[config.mk]
export PLATFORM = sky130hd
export DESIGN_NAME = priority_dispatch
export DESIGN_NICKNAME = d
export VERILOG_FILES = /design/src/rtl/priority_dispatch_pkg.sv /design/src/rtl/priority_dispatch_onehot_to_idx.sv /design/src/rtl/priority_dispatch.sv
export SDC_FILE = /design/constraint.sdc
export NUM_CORES = 1
export LEC_CHECK = 0
export ABC_CLOCK_PERIOD_IN_PS = 4600
export BUFFER_PORTS_ARGS = -buffer_cell sky130_fd_sc_hd__clkbuf_2
export CAP_MARGIN = 10
export CORE_MARGIN = 10
export CORE_UTILIZATION = 31
export CTS_BUF_LIST = sky130_fd_sc_hd__clkbuf_4 sky130_fd_sc_hd__clkbuf_8
export CTS_CLUSTER_SIZE = 25
export DETAILED_ROUTE_END_ITERATION = 12
export PLACE_DENSITY = 0.64
export SYNTH_ARGS = -nofsm -noshare
export SYNTH_HDL_FRONTEND = slang
export SYNTH_SLANG_ARGS = --single-unit
[constraint.sdc]
create_clock -name clk -period 4.6 [get_ports clk]
set_clock_uncertainty 0.2 [all_clocks]
set_input_delay 0.92 -clock clk [delete_from_list [all_inputs] [get_ports clk]]
set_output_delay 0.92 -clock clk [all_outputs]
set_load 0.02 [all_outputs]
[src/rtl/priority_dispatch_pkg.sv]
// Shared types for the priority dispatcher: control state encoding and default width.
package priority_dispatch_pkg;

   localparam int unsigned DW_DEFAULT = 32;

   // Single state bit: HOLD means the grant register carries a live grant.
   typedef enum logic {
      ST_IDLE = 1'b0,
      ST_HOLD = 1'b1
   } state_e;

endpackage : priority_dispatch_pkg

[src/rtl/priority_dispatch_onehot_to_idx.sv]
// Combinational one-hot to binary encoder; each index bit is the OR of the one-hot
// bits whose position has that bit set. Output is zero for an all-zero input.
module onehot_to_idx #(
   parameter int unsigned DW   = 32,
   parameter int unsigned IDXW = (DW > 1) ? $clog2(DW) : 1
) (
   input  logic [DW-1:0]   onehot,
   output logic [IDXW-1:0] idx
);

   always_comb begin
      idx = '0;
      for (int unsigned b = 0; b < IDXW; b++) begin
         for (int unsigned i = 0; i < DW; i++) begin
            if (((i >> b) & 32'd1) == 32'd1) begin
               idx[b] = idx[b] | onehot[i];
            end
         end
      end
   end

endmodule : onehot_to_idx

[src/rtl/priority_dispatch.sv]
// Sticky-pending request dispatcher: highest-index pending line is issued as a
// registered one-hot grant plus binary index over a valid/ready handshake.
module priority_dispatch
   import priority_dispatch_pkg::*;
#(
   parameter  int unsigned DW   = DW_DEFAULT,
   localparam int unsigned IDXW = $clog2(DW)
) (
   input  logic            clk,
   input  logic            nreset,
   input  logic [DW-1:0]   req_in,
   output logic [DW-1:0]   grant_out,
   output logic [IDXW-1:0] grant_idx,
   output logic            grant_valid,
   input  logic            grant_ready,
   output logic [DW-1:0]   pending,
   output logic            busy
);

   state_e          state_q;
   state_e          state_d;
   logic [DW-1:0]   sel;
   logic [IDXW-1:0] sel_idx;
   logic            found;
   logic            load;
   logic [DW-1:0]   load_mask;
   logic [DW-1:0]   pending_d;
   logic [DW-1:0]   grant_d;
   logic [IDXW-1:0] idx_d;

   // MSB-priority select on the registered pending vector only.
   always_comb begin
      sel   = '0;
      found = 1'b0;
      for (int i = int'(DW) - 1; i >= 0; i--) begin
         if (!found && pending[i]) begin
            sel[i] = 1'b1;
            found  = 1'b1;
         end
      end
   end

   onehot_to_idx #(
      .DW   (DW),
      .IDXW (IDXW)
   ) u_enc (
      .onehot (sel),
      .idx    (sel_idx)
   );

   // Control: load whenever the grant slot is free or being accepted and work exists.
   always_comb begin
      state_d = state_q;
      load    = 1'b0;
      case (state_q)
         ST_IDLE: begin
            if (|pending) begin
               load    = 1'b1;
               state_d = ST_HOLD;
            end
         end
         ST_HOLD: begin
            if (grant_ready) begin
               if (|pending) begin
                  load = 1'b1;
               end else begin
                  state_d = ST_IDLE;
               end
            end
         end
         default: state_d = ST_IDLE;
      endcase
   end

   // A request for the line being loaded this edge re-pends it rather than being lost.
   always_comb begin
      load_mask = load ? sel : '0;
      pending_d = (pending & ~load_mask) | req_in;
      grant_d   = grant_out;
      idx_d     = grant_idx;
      if (load) begin
         grant_d = sel;
         idx_d   = sel_idx;
      end else if (state_d == ST_IDLE) begin
         grant_d = '0;
         idx_d   = '0;
      end
   end

   always_ff @(posedge clk or negedge nreset) begin
      if (!nreset) begin
         state_q   <= ST_IDLE;
         pending   <= '0;
         grant_out <= '0;
         grant_idx <= '0;
      end else begin
         state_q   <= state_d;
         pending   <= pending_d;
         grant_out <= grant_d;
         grant_idx <= idx_d;
      end
   end

   assign grant_valid = (state_q == ST_HOLD);
   assign busy        = grant_valid | (|pending);

endmodule : priority_dispatch
; Word level (Yosys, flattened, before mapping)
; Cells that the tools add are included.
[classes]
eq_ne = 1
n_mux = 72
bitwise_logic = 80
reduce_logical = 63
[op_table]
columns = operator, count
row1 = $mux 32, 3
row2 = $or 1x1->1, 76
row3 = $mux 1, 65
row4 = $and 32x32->32, 1
row5 = $not 32->32, 1
row6 = $or 32x32->32, 1
row7 = $reduce_or 32->1, 1
row8 = $logic_and 1x1->1, 31
row9 = $logic_not 1->1, 31
row10 = $mux 5, 2
row11 = $pmux 1 s2, 2
row12 = $ne 2x1->1 const B, 1
row13 = $not 1->1, 1
[totals]
regBits = 70
inputBits = 35
out_inout_bits = 71
elab_cells = 220

; Depth between registers and ports, before layout
[logic_depth]
word_depth = 107
mapped_depth = 7
depth_no_buf = 6

; Cells and area by module
; Synthesis repeated with hierarchy kept, for this count alone.
[unflattened]
cells_unflattened = 352
area_unflattened_um2 = 3507.1
[by_module_without_submodules]
columns = module, n_inst, cells_each, area_per_inst_um2, seq_area_each_um2
row1 = priority_dispatch, 1, 333, 3363.2, 1751.7
row2 = onehot_to_idx, 1, 19, 143.9, 0.0

; Least setup slack after synthesis
; OpenSTA, ideal clock, no wires.
[synth_timing]
path_type = register to output
from = register pending[17]
to = output port busy
arrival_time_ps = 1955
t_required_ps = 3480
path_slack_ps = 1525
stages_incl_launch_ff = 5
n_path_buf = 0
cell_sequence = dfrtp_1 nor4_4 and4b_4 nand2_2 or3_1
[synth_between]
elab_chain_cells = 2
[synth_rtl]
columns = element, line_no
row1 = start: declaration, priority_dispatch.sv:16  ; output logic [DW-1:0] pending,
row2 = start signal: assignment, priority_dispatch.sv:98  ; pending <= pending_d;
row3 = $reduce_or 32->1, priority_dispatch.sv:105  ; assign busy = grant_valid | (|pending);
row4 = $or 1x1->1, priority_dispatch.sv:105
row5 = end: declaration, priority_dispatch.sv:17  ; output logic busy
; No other way between the ends.

; Worst setup path in the final report
[layout_timing]
from = register pending[5]
to = output port busy
; The elaborated chain is that of the path after synthesis.

==> results_dict.tcl <==
set metrics [dict create \
    combinationalPowerShare_pct 6.2 \
    status "finished clean" \
    max_cap_viol_count 0 \
    post_cts_resize_count 0 \
    place_congestion 0.7657 \
    power.density_cell_area_nw_per_um2 280.7 \
    syn_to_final_growth_pct 27.23 \
    cts.path.max_buffers 2 \
    insertedDiodeCount 0 \
    total_congestion_overflow_after_global_routing 0 \
    upper_clock_frequency_limit_ghz 0.2709 \
    dr_total_vias 2738 \
    drive_above_1_share_pct 34.96 \
    grt_first_pass_wirelength_um 15290 \
    postCtsSetupRepairBufs 0 \
    yosys-top-cells-area "sky130_fd_sc_hd__dfrtp_1 (55%), sky130_fd_sc_hd__a21o_1 (4.7%), sky130_fd_sc_hd__a22o_1 (3.8%)" \
    switching_share_pct 25.14 \
    remaining_drc_errors 0 \
    leak_nw 1.848 \
    synthesis.area_per_instance_um2 10.88 \
    first_global_vias 2851 \
    hpwlAfterDp_um 7315 \
    synth_seq_cells 70 \
    synth_area_um2 3198 \
    timing.critical_path.from_type "flip-flop" \
    multi_input_area_um2 1366 \
    ant_nets 0 \
    seqCellArea_um2 1752 \
    synth_sequential_area_ratio_pct 54.77 \
    power.share.clock_pct 38.7 \
    port_buffers 105 \
    viasPerCell 5.024 \
    core_region_area_um2 10180 \
    ir_drop_mv 0.1334 \
    ctsHoldBuffers 0 \
    layoutNonFillerInstCount 545 \
    endpoint_kind "output port" \
    final_cell_mix "sky130_fd_sc_hd__clkbuf_2 (104), sky130_fd_sc_hd__dfrtp_1 (70), sky130_fd_sc_hd__nand2_1 (29)" \
    ys.warnings.count 0 \
    finalMaxSlewViolations 0 \
    dp.cells 528 \
    internal_power_mw 0.8551 \
    antenna_found_initial 0 \
    synth_top_cell_by_area "sky130_fd_sc_hd__dfrtp_1" \
    critPathLaunch "pending[5]$_DFF_PN0_" \
    clock_buffer_count_from_cts 9 \
    timing.max_slew.rel_slack_pct 34.75 \
    post_drt_wl_per_cell_um 17.43 \
    num_rows 37 \
    arrival_ns 2.57 \
    clock_latency_ns 0.35 \
    finalSetupViolations 0 \
    hp-start "grant_out[16]$_DFFE_PN0P_" \
    layout_commonest_cell "sky130_fd_sc_hd__clkbuf_2" \
    drt-total-wl_um 9501 \
    synth_cell_type_count 53 \
    share_of_the_synthesized_area_in_the_top_cell_type_pct 54.77 \
    grt_max_degree 52 \
    min-delay-path-class "flip-flop to flip-flop" \
    worst_setup_hold_path_clk_slew_ns 0.07 \
    start_util_pct 31.40 \
    worst_slew_pin_slew_ns 0.9767 \
    cts.htree.levels 3 \
    power_share_of_the_sequential_group_pct 55.1 \
    timing.setup.critical_path_class "flip-flop to output port" \
    die_w_um 121.6 \
    grt_use_total_pct 13.06 \
    fp.dieH_um 121.6 \
    fillerInstances 1028 \
    synth_fp_nets 329 \
    timing.critical_path.fanout_max 7 \
    firstDrtPassIters 6 \
    grt_setup_unrepaired "false" \
    cts.root.buffer_cell "sky130_fd_sc_hd__clkbuf_8" \
    cts.sinks 70 \
    timing.final.crit_share_pct 80.25 \
    required_time_at_the_endpoint_of_the_critical_path_ns 3.48 \
    total_switching_power_mw 0.2871 \
    setup_total_negative_slack_ns 0 \
    synth_cells 294 \
    io_pins 106 \
    clock_tree_from_tritoncts "done" \
    timing_hold_violations_final 0 \
    die-area_um2 14780 \
    finalNetCount 439 \
    timing.rr.start "pending[31]$_DFF_PN0_" \
    detailedRoute.firstIterationViolations 103 \
    timing.final.crit_period_ns 3.692 \
]
==> cell type report <==
cell class / count / area share, %
clock inverters: 6 / 0.9225
clock buffers: 10 / 3.383
well taps: 136 / 4.182
flip-flops and latches: 70 / 43.05
inverters: 12 / 1.107
multi-input cells: 203 / 33.58
repair buffers: 108 / 13.78
==> power groups by stage <==
| stage | clock, mW | sequential (mW) | combinational, mW |
|---|---|---|---|
| floorplan | 0 | 0.647 | 0.0206 |
| global placement | 0 | 0.641 | 0.0699 |
| detailed placement | 0 | 0.641 | 0.0705 |
| CTS | 0.456 | 0.629 | 0.0708 |
| global route | 0.486 | 0.630 | 0.0789 |
| finish | 0.443 | 0.629 | 0.0705 |
==> per-stage QoR <==
| stage | area [um2] | util (%) | worst slack, ns | hold slack (ns) | total power, mW |
|---|---|---|---|---|---|
| finish | 4069 | 39.95 | 0.9083 | 0.2832 | 1.142 |
| global route | 4069 | 39.95 | 0.6989 | 0.2981 | 1.195 |
| CTS | 4049 | 39.75 | 0.8441 | 0.2863 | 1.155 |
| detailed placement | 3874 | 38.03 | 1.230 | 0.2697 | 0.7112 |
| global placement | 3874 | 38.03 | 1.326 | 0.2607 | 0.7108 |
| floorplan | 3198 | - | 1.525 | 0.3827 | 0.6681 |
==> metal layers <==
| metal | part of all wire [%] | track usage [%] | vias up |
|---|---|---|---|
| li1 | - | - | 1296 |
| met1 | 46 | 16.54 | 1348 |
| met2 | 46 | 19.89 | 81 |
| met3 | 7.0 | 5.273 | 13 |
| met4 | 1.4 | 4.322 | 0 |
| met5 | 0 | 0 | - |
==> cell families (layout without fill, tap and decap cells) <==
family | count (synthesis) | in the layout | synth area share, %
flops | 70 | 70 | 54.77
buf+inv | 21 | 136 | 2.738
compound gates | 94 | 94 | 21.99
simple gates | 109 | 109 | 20.50
==> state kept, by name, summed over array words and instances, names as in the netlist <==
name / count
grant_idx: 5
grant_valid: 1
pending: 32
grant_out: 32
==> worst paths after layout <==
check,to,slack (ns),depth (start not counted)
min,grant_out[16]$_DFFE_PN0P_,0.28,2
max reg2reg,pending[12]$_DFF_PN0_,1.83,6
max,busy,0.91,5
min in group asynchronous,grant_out[22]$_DFFE_PN0P_,0.29,1
min reg2reg,grant_out[16]$_DFFE_PN0P_,0.28,2
max in group asynchronous,pending[17]$_DFF_PN0_,3.04,3
==> cell usage after synthesis (all sizes together) <==
| master | n |
|---|---|
| dfrtp | 70 |
| nand2 | 30 |
| nor2 | 23 |
| a21o | 20 |
| o21ai | 18 |
| a22o | 14 |
| inv | 12 |
| a21oi | 11 |
| nor3 | 11 |
| nor4 | 9 |
| a32o | 8 |
| nand2b | 8 |
| nand3 | 7 |
| clkbuf | 6 |
| nor2b | 5 |
| o21bai | 5 |
| a31oi | 3 |
| buf | 3 |
| or3 | 3 |
| a211o | 2 |
| a211oi | 2 |
| a221o | 2 |
| nand4 | 2 |
| nor4b | 2 |
| o31ai | 2 |
| or2 | 2 |
| or4 | 2 |
| a2bb2oi | 1 |
| a31o | 1 |
| and2 | 1 |
| and3 | 1 |
| and4b | 1 |
| nand4b | 1 |
| nor3b | 1 |
| o2111ai | 1 |
| o21a | 1 |
| o221ai | 1 |
| o22ai | 1 |
| o41ai | 1 |
==> worst max-delay path, cell delays in order, from the launching register on <==
cell,delay [ns]
sky130_fd_sc_hd__dfrtp_1,0.45
sky130_fd_sc_hd__nor4_1,0.44
sky130_fd_sc_hd__nor4b_2,0.55
sky130_fd_sc_hd__nand2_2,0.19
sky130_fd_sc_hd__or3_1,0.41
sky130_fd_sc_hd__clkbuf_2,0.17
Note: power is estimated with default switching activity, not from simulation.
